[src/rtl/palette_pkg.sv]
// Shared palette types and defaults used by palette_lut and palette_bank_store.
package palette_pkg;

    localparam int PAL_CW = 4;
    localparam logic [3*PAL_CW-1:0] PAL_RST_RGB = 12'h6AF;
    localparam int PAL_TRANSP_IDX = 0;

    typedef struct packed {
        logic [PAL_CW-1:0] red;
        logic [PAL_CW-1:0] green;
        logic [PAL_CW-1:0] blue;
    } rgb_t;

    function automatic rgb_t to_rgb(input logic [3*PAL_CW-1:0] v);
        return rgb_t'(v);
    endfunction

endpackage

[src/rtl/palette_bank_store.sv]
// Double-buffered palette storage: writes go to shadow, commit copies shadow to active.
module palette_bank_store
    import palette_pkg::*;
#(
    parameter int IDX_W = 4,
    parameter int NUM_BANKS = 4,
    parameter int CW = PAL_CW,
    parameter logic [3*CW-1:0] RST_RGB = PAL_RST_RGB,
    parameter int BW = 2
) (
    input  logic             Clk,
    input  logic             Reset_n,
    input  logic             wr_en,
    input  logic [BW-1:0]    wr_bank,
    input  logic [IDX_W-1:0] wr_index,
    input  logic [3*CW-1:0]  wr_rgb,
    input  logic             commit,
    input  logic [BW-1:0]    rd_bank,
    input  logic [IDX_W-1:0] rd_index,
    output logic [3*CW-1:0]  rd_rgb,
    output logic             rd_hit,
    output logic             pending
);

    localparam int DEPTH = 1 << IDX_W;
    localparam logic [BW:0] NB = (BW+1)'(NUM_BANKS);

    logic [3*CW-1:0] shadow [NUM_BANKS][DEPTH];
    logic [3*CW-1:0] active [NUM_BANKS][DEPTH];
    logic            wr_ok;

    assign wr_ok = wr_en && ({1'b0, wr_bank} < NB);

    // A write coinciding with commit is forwarded into active so the commit includes it.
    always_ff @(posedge Clk or negedge Reset_n) begin
        if (!Reset_n) begin
            for (int b = 0; b < NUM_BANKS; b++) begin
                for (int i = 0; i < DEPTH; i++) begin
                    shadow[b][i] <= RST_RGB;
                    active[b][i] <= RST_RGB;
                end
            end
            pending <= 1'b0;
        end else begin
            if (commit) begin
                for (int b = 0; b < NUM_BANKS; b++) begin
                    for (int i = 0; i < DEPTH; i++) begin
                        active[b][i] <= shadow[b][i];
                    end
                end
            end
            if (wr_ok) begin
                shadow[wr_bank][wr_index] <= wr_rgb;
                if (commit) begin
                    active[wr_bank][wr_index] <= wr_rgb;
                end
            end
            if (commit) begin
                pending <= 1'b0;
            end else if (wr_ok) begin
                pending <= 1'b1;
            end
        end
    end

    always_comb begin
        rd_hit = ({1'b0, rd_bank} < NB);
        rd_rgb = RST_RGB;
        if (rd_hit) begin
            rd_rgb = active[rd_bank][rd_index];
        end
    end

endmodule

[src/rtl/palette_lut.sv]
// Two-stage palette lookup over a double-buffered bank store.
// Optional PALETTE_FADE_EN adds a fade_lvl input that scales each component in stage 2.
module palette_lut
    import palette_pkg::*;
#(
    parameter int IDX_W = 4,
    parameter int NUM_BANKS = 4,
    parameter int CW = PAL_CW,
    parameter logic [3*CW-1:0] RST_RGB = PAL_RST_RGB,
    parameter int TRANSP_IDX = PAL_TRANSP_IDX,
    localparam int BW = (NUM_BANKS > 1) ? $clog2(NUM_BANKS) : 1
) (
    input  logic             Clk,
    input  logic             Reset_n,
`ifdef PALETTE_FADE_EN
    input  logic [3:0]       fade_lvl,
`endif
    input  logic             pix_valid,
    input  logic [BW-1:0]    pix_bank,
    input  logic [IDX_W-1:0] pix_index,
    input  logic             wr_en,
    input  logic [BW-1:0]    wr_bank,
    input  logic [IDX_W-1:0] wr_index,
    input  logic [3*CW-1:0]  wr_rgb,
    input  logic             commit,
    output logic             out_valid,
    output logic [CW-1:0]    red,
    output logic [CW-1:0]    green,
    output logic [CW-1:0]    blue,
    output logic             transparent,
    output logic             pending
);

    logic             vld_p1;
    logic [BW-1:0]    bank_p1;
    logic [IDX_W-1:0] index_p1;
    logic             vld_p2;
    logic [3*CW-1:0]  rgb_p2;
    logic             transp_p2;
    logic [3*CW-1:0]  rd_rgb;
    logic             rd_hit;
    logic [3*CW-1:0]  rgb_fade;

    palette_bank_store #(
        .IDX_W     (IDX_W),
        .NUM_BANKS (NUM_BANKS),
        .CW        (CW),
        .RST_RGB   (RST_RGB),
        .BW        (BW)
    ) u_store (
        .Clk      (Clk),
        .Reset_n  (Reset_n),
        .wr_en    (wr_en),
        .wr_bank  (wr_bank),
        .wr_index (wr_index),
        .wr_rgb   (wr_rgb),
        .commit   (commit),
        .rd_bank  (bank_p1),
        .rd_index (index_p1),
        .rd_rgb   (rd_rgb),
        .rd_hit   (rd_hit),
        .pending  (pending)
    );

`ifdef PALETTE_FADE_EN
    function automatic logic [CW-1:0] fade_c(input logic [CW-1:0] c, input logic [3:0] lvl);
        logic [CW+4:0] prod;
        prod = (CW+5)'(c) * (CW+5)'({1'b0, lvl} + 5'd1);
        return prod[CW+3:4];
    endfunction

    assign rgb_fade = {fade_c(rd_rgb[3*CW-1:2*CW], fade_lvl),
                       fade_c(rd_rgb[2*CW-1:CW],   fade_lvl),
                       fade_c(rd_rgb[CW-1:0],      fade_lvl)};
`else
    assign rgb_fade = rd_rgb;
`endif

    // Stage 1: capture request
    always_ff @(posedge Clk or negedge Reset_n) begin
        if (!Reset_n) begin
            vld_p1 <= 1'b0;
        end else begin
            vld_p1 <= pix_valid;
        end
    end

    always_ff @(posedge Clk) begin
        bank_p1  <= pix_bank;
        index_p1 <= pix_index;
    end

    // Stage 2: register active-table read; colour and flag hold while idle
    always_ff @(posedge Clk or negedge Reset_n) begin
        if (!Reset_n) begin
            vld_p2    <= 1'b0;
            rgb_p2    <= RST_RGB;
            transp_p2 <= 1'b0;
        end else begin
            vld_p2 <= vld_p1;
            if (vld_p1) begin
                rgb_p2    <= rgb_fade;
                transp_p2 <= rd_hit && (index_p1 == IDX_W'(TRANSP_IDX));
            end
        end
    end

    assign out_valid   = vld_p2;
    assign red         = rgb_p2[3*CW-1:2*CW];
    assign green       = rgb_p2[2*CW-1:CW];
    assign blue        = rgb_p2[CW-1:0];
    assign transparent = transp_p2;

endmodule

[config.mk]
export PLATFORM = sky130hd
export DESIGN_NAME = palette_lut
export DESIGN_NICKNAME = d
export VERILOG_FILES = /design/src/rtl/palette_pkg.sv /design/src/rtl/palette_bank_store.sv /design/src/rtl/palette_lut.sv
export SDC_FILE = /design/constraint.sdc
export NUM_CORES = 2
export LEC_CHECK = 0
export BUFFER_PORTS_ARGS = -buffer_cell sky130_fd_sc_hd__buf_4
export CORE_MARGIN = 2
export CORE_UTILIZATION = 30
export DETAILED_ROUTE_END_ITERATION = 16
export GPL_TIMING_DRIVEN = 0
export PLACE_DENSITY_LB_ADDON = 0.2
export SYNTH_ARGS = -nofsm -noshare
export SYNTH_HDL_FRONTEND = slang
export SYNTH_HIERARCHICAL = 1
export SYNTH_SLANG_ARGS = --single-unit
[constraint.sdc]
create_clock -name Clk -period 2.9 [get_ports Clk]
set_input_delay 0.435 -clock Clk [delete_from_list [all_inputs] [get_ports Clk]]
set_output_delay 0.435 -clock Clk [all_outputs]
set_load 0.01 [all_outputs]
==> impl_metrics.ini <==
[critical_path]
worstReg2RegStart = index_p1[0]
timing.setup.critical_path_class = reg -> reg
max_stage_delay_ns = 0.57
critical_path_required_ns = 3.68
timing.critical_path.slowest_stage_cell = nor4_4
crit_path_start_kind = register
critPathCaptureType = register
critical_path.startpoint = index_p1[0]
worst-path-max-fanout = 11
worstPathArrival_ns = 3.77
timing.critical_path.cells = buf_6 > buf_4 > mux4_2 > nor2b_1 > a211oi_4 > nor4_4 > a21o_1 > mux2_2

[drt]
ant_nets = 0
routedWlPerCell_um = 36.9
vias_per_cell = 5.53
postRouteWirelength_um = 317000
first_iter_violations = 5384
drc = 0
dr_total_vias = 47465
dr.pass1.iters = 5

[die]
die_area_um2 = 236000
initial_core_utilization_pct = 30.1
i_o_pins = 44
die_w_um = 486
design.core.area_um2 = 232000
placement_rows = 177
die_y_um = 486

[timing]
fin_skew_ns = 0.0483
slew_violations = 97
setup-violations-final = 9
worstMarginPinSlew_ns = 1.62
timing.fmax_ghz = 0.335
layout_worst_path_cycle_share_pct = 103
final.hold.worst_slack_ns = -0.00261
totalNegativeSetupSlack_ns = -0.417
relSlewSlack_pct = -7.89
final_hold_viol_count = 1
min_period_ns = 2.99
grt_setup_unrepaired = false
worst_case_setup_margin_in_the_final_layout_ns = -0.0872

[yosys]
synth_async_sr_flop_share_pct = 99.6
synthFlopType = dfstp_2
netlist_area_um2 = 69800
syn-mean-instance-area_um2 = 13.8
synth_seq_cells = 1558
portion_of_the_post_synthesis_area_used_by_sequential_elements_pct = 57.7
yosysUniqueCellTypes = 59
netlist_instances = 5068
number_of_flops_mapped_to_enable_cells_by_yosys = 0
syn-num-nets = 5097
synth.yosys.warnings = 6

[cells_and_area]
drive_above_1_share_pct = 54.3
area_delta_synth_final_pct = 18.5
final_nets = 5386
final_common_cell = dfstp_2
fillers = 22521
postLayoutCoreUtil_pct = 35.6
most_frequent_cells_in_the_layout = 1032 x dfstp_2, 1031 x mux2_2, 520 x dfrtp_1

[clocking]
clk_pin_slew_worst_paths_ns = 0.06
clkSinkCount = 1558
ctsLongestPathBuffers = 3
cts_made_buffers = 180
h-tree-depth = 4
clk_root_buffer_cell = clkbuf_16
cts_tree = built
clk_latency_ns = 0.86

[status]
run_status = complete, but fails checks
violations = negative hold slack, max-capacitance violations, max-slew violations, negative setup slack

[placed_design]
place.port_buffers = 27
dp_hpwl_um = 218000
gpl.final_weighted_congestion = 1.01

[run]
timing.max_cap.violations = 9

[worst_hold_path]
min_path_type = in -> async

[power]
totalPowerFinal_w = 0.0609
ir_worst_vdd_uv = 577
cellPowerDensity_nw_per_um2 = 737
power.leakage_nw = 34.9

[global_routing]
grt.total_usage_pct = 26.3
grt_first_pass_wirelength_um = 420000
grt_start_max_net_pins = 177
grt_pass1_vias = 45973
grt_antenna_before_repair = 50
gr-total-overflow = 0
## cells by family (layout without fill, tap and decap cells)
| kind of cell | count (synthesis) | count (layout) | synth area share (%) |
|---|---|---|---|
| mux | 1747 | 1747 | 30.5 |
| simple gates | 720 | 720 | 4.37 |
| compound gates | 594 | 594 | 4.58 |
| other cells | 1 | 30 | 0.00538 |
| flops | 1558 | 1558 | 57.7 |
| buf+inv | 448 | 896 | 2.84 |
## what timing repair did
item,4_1_cts,5_1_grt
pin swaps,14,1
endpoints found under the setup margin,12,260
gates resized for setup,222,11
hold buffers,15,10
endpoints found under the hold margin,132,75
buffers inserted,11,0
gates cloned,0,2
## stage by stage
stage / cells / worst slack (ns) / area (um^2) / hold WS, ns
after detailed placement: 8179 / -2.05 / 74900 / 0.459
after CTS: 8546 / -0.00123 / 82300 / -0.450
after global routing: 8562 / 0.00426 / 82600 / 0.0449
after floorplan: 5068 / 0.609 / 69800 / 0.139
after global placement: 8138 / -18.20 / 73800 / 0.458
final: 8588 / -0.0872 / 82600 / -0.00261
## sequential cells by signal (all words and copies together), names as in the netlist
| register | flops |
|---|---|
| transparent | 1 |
| u_store/pending | 1 |
| rgb_p2 | 12 |
| u_store/active | 768 |
| bank_p1 | 2 |
| index_p1 | 4 |
| out_valid | 1 |
| vld_p1 | 1 |
| u_store/shadow | 768 |
## final timing paths
path,end,cells past startpoint,slack (ns)
worst max-delay path,rgb_p2[8],8,-0.09
worst min-delay path,u_store/shadow[406],3,-0.003
worst max register to register,rgb_p2[8],8,-0.09
worst min register to register,u_store/shadow[416],1,0.48
max in group asynchronous,u_store/shadow[512],5,0.90
min in group Clk,u_store/active[276],3,0.08
## routing by layer
layer	GRT usage, %	vias up	part of all wire (%)
li1	-	18782	-
met1	35.2	25790	41
met2	39.5	2247	44
met3	5.19	630	7.6
met4	15.6	16	6.7
met5	0	-	0.035
## power by group
part / internal (W) / switching [W]
Clock: 0.0137 / 0.00992
Sequential: 0.0265 / 0.00206
Combinational: 0.00386 / 0.00491
## cell usage after synthesis (32+ instances only)
| master | count | area, um^2 |
|---|---|---|
| dfstp_2 | 1032 | 27100 |
| mux2_2 | 1032 | 11600 |
| dfrtp_1 | 520 | 13000 |
| mux2i_1 | 480 | 4800 |
| nand2_1 | 314 | 1180 |
| nor2_1 | 307 | 1150 |
| clkbuf_1 | 286 | 1070 |
| a21oi_1 | 275 | 1380 |
| o21ai_0 | 223 | 1120 |
| mux4_2 | 192 | 4320 |
| buf_2 | 95 | 475 |
| o22ai_1 | 44 | 275 |
| buf_4 | 33 | 248 |
| mux2_1 | 32 | 360 |
## worst max-delay path: cells and delay by family, from the launching register on
family | cells | cell delay, ns
simple gates | 2 | 0.99
buf+inv | 2 | 0.62
mux | 2 | 0.47
compound gates | 2 | 0.45
flops | 1 | 0.35
## layout make-up
| class | instances | area (um^2) | area share [%] |
|---|---|---|---|
| buffer | 445 | 2570 | 3.11 |
| multi-input combinational | 3062 | 28100 | 34.0 |
| timing repair buffer | 107 | 1740 | 2.11 |
| tap | 3043 | 3810 | 4.61 |
| antenna | 29 | 72.6 | 0.0878 |
| clock buffer | 279 | 5400 | 6.53 |
| inverter | 3 | 11.3 | 0.0136 |
| sequential | 1558 | 40300 | 48.7 |
| clock inverter | 62 | 718 | 0.869 |
(Power assumes the default switching activity.)
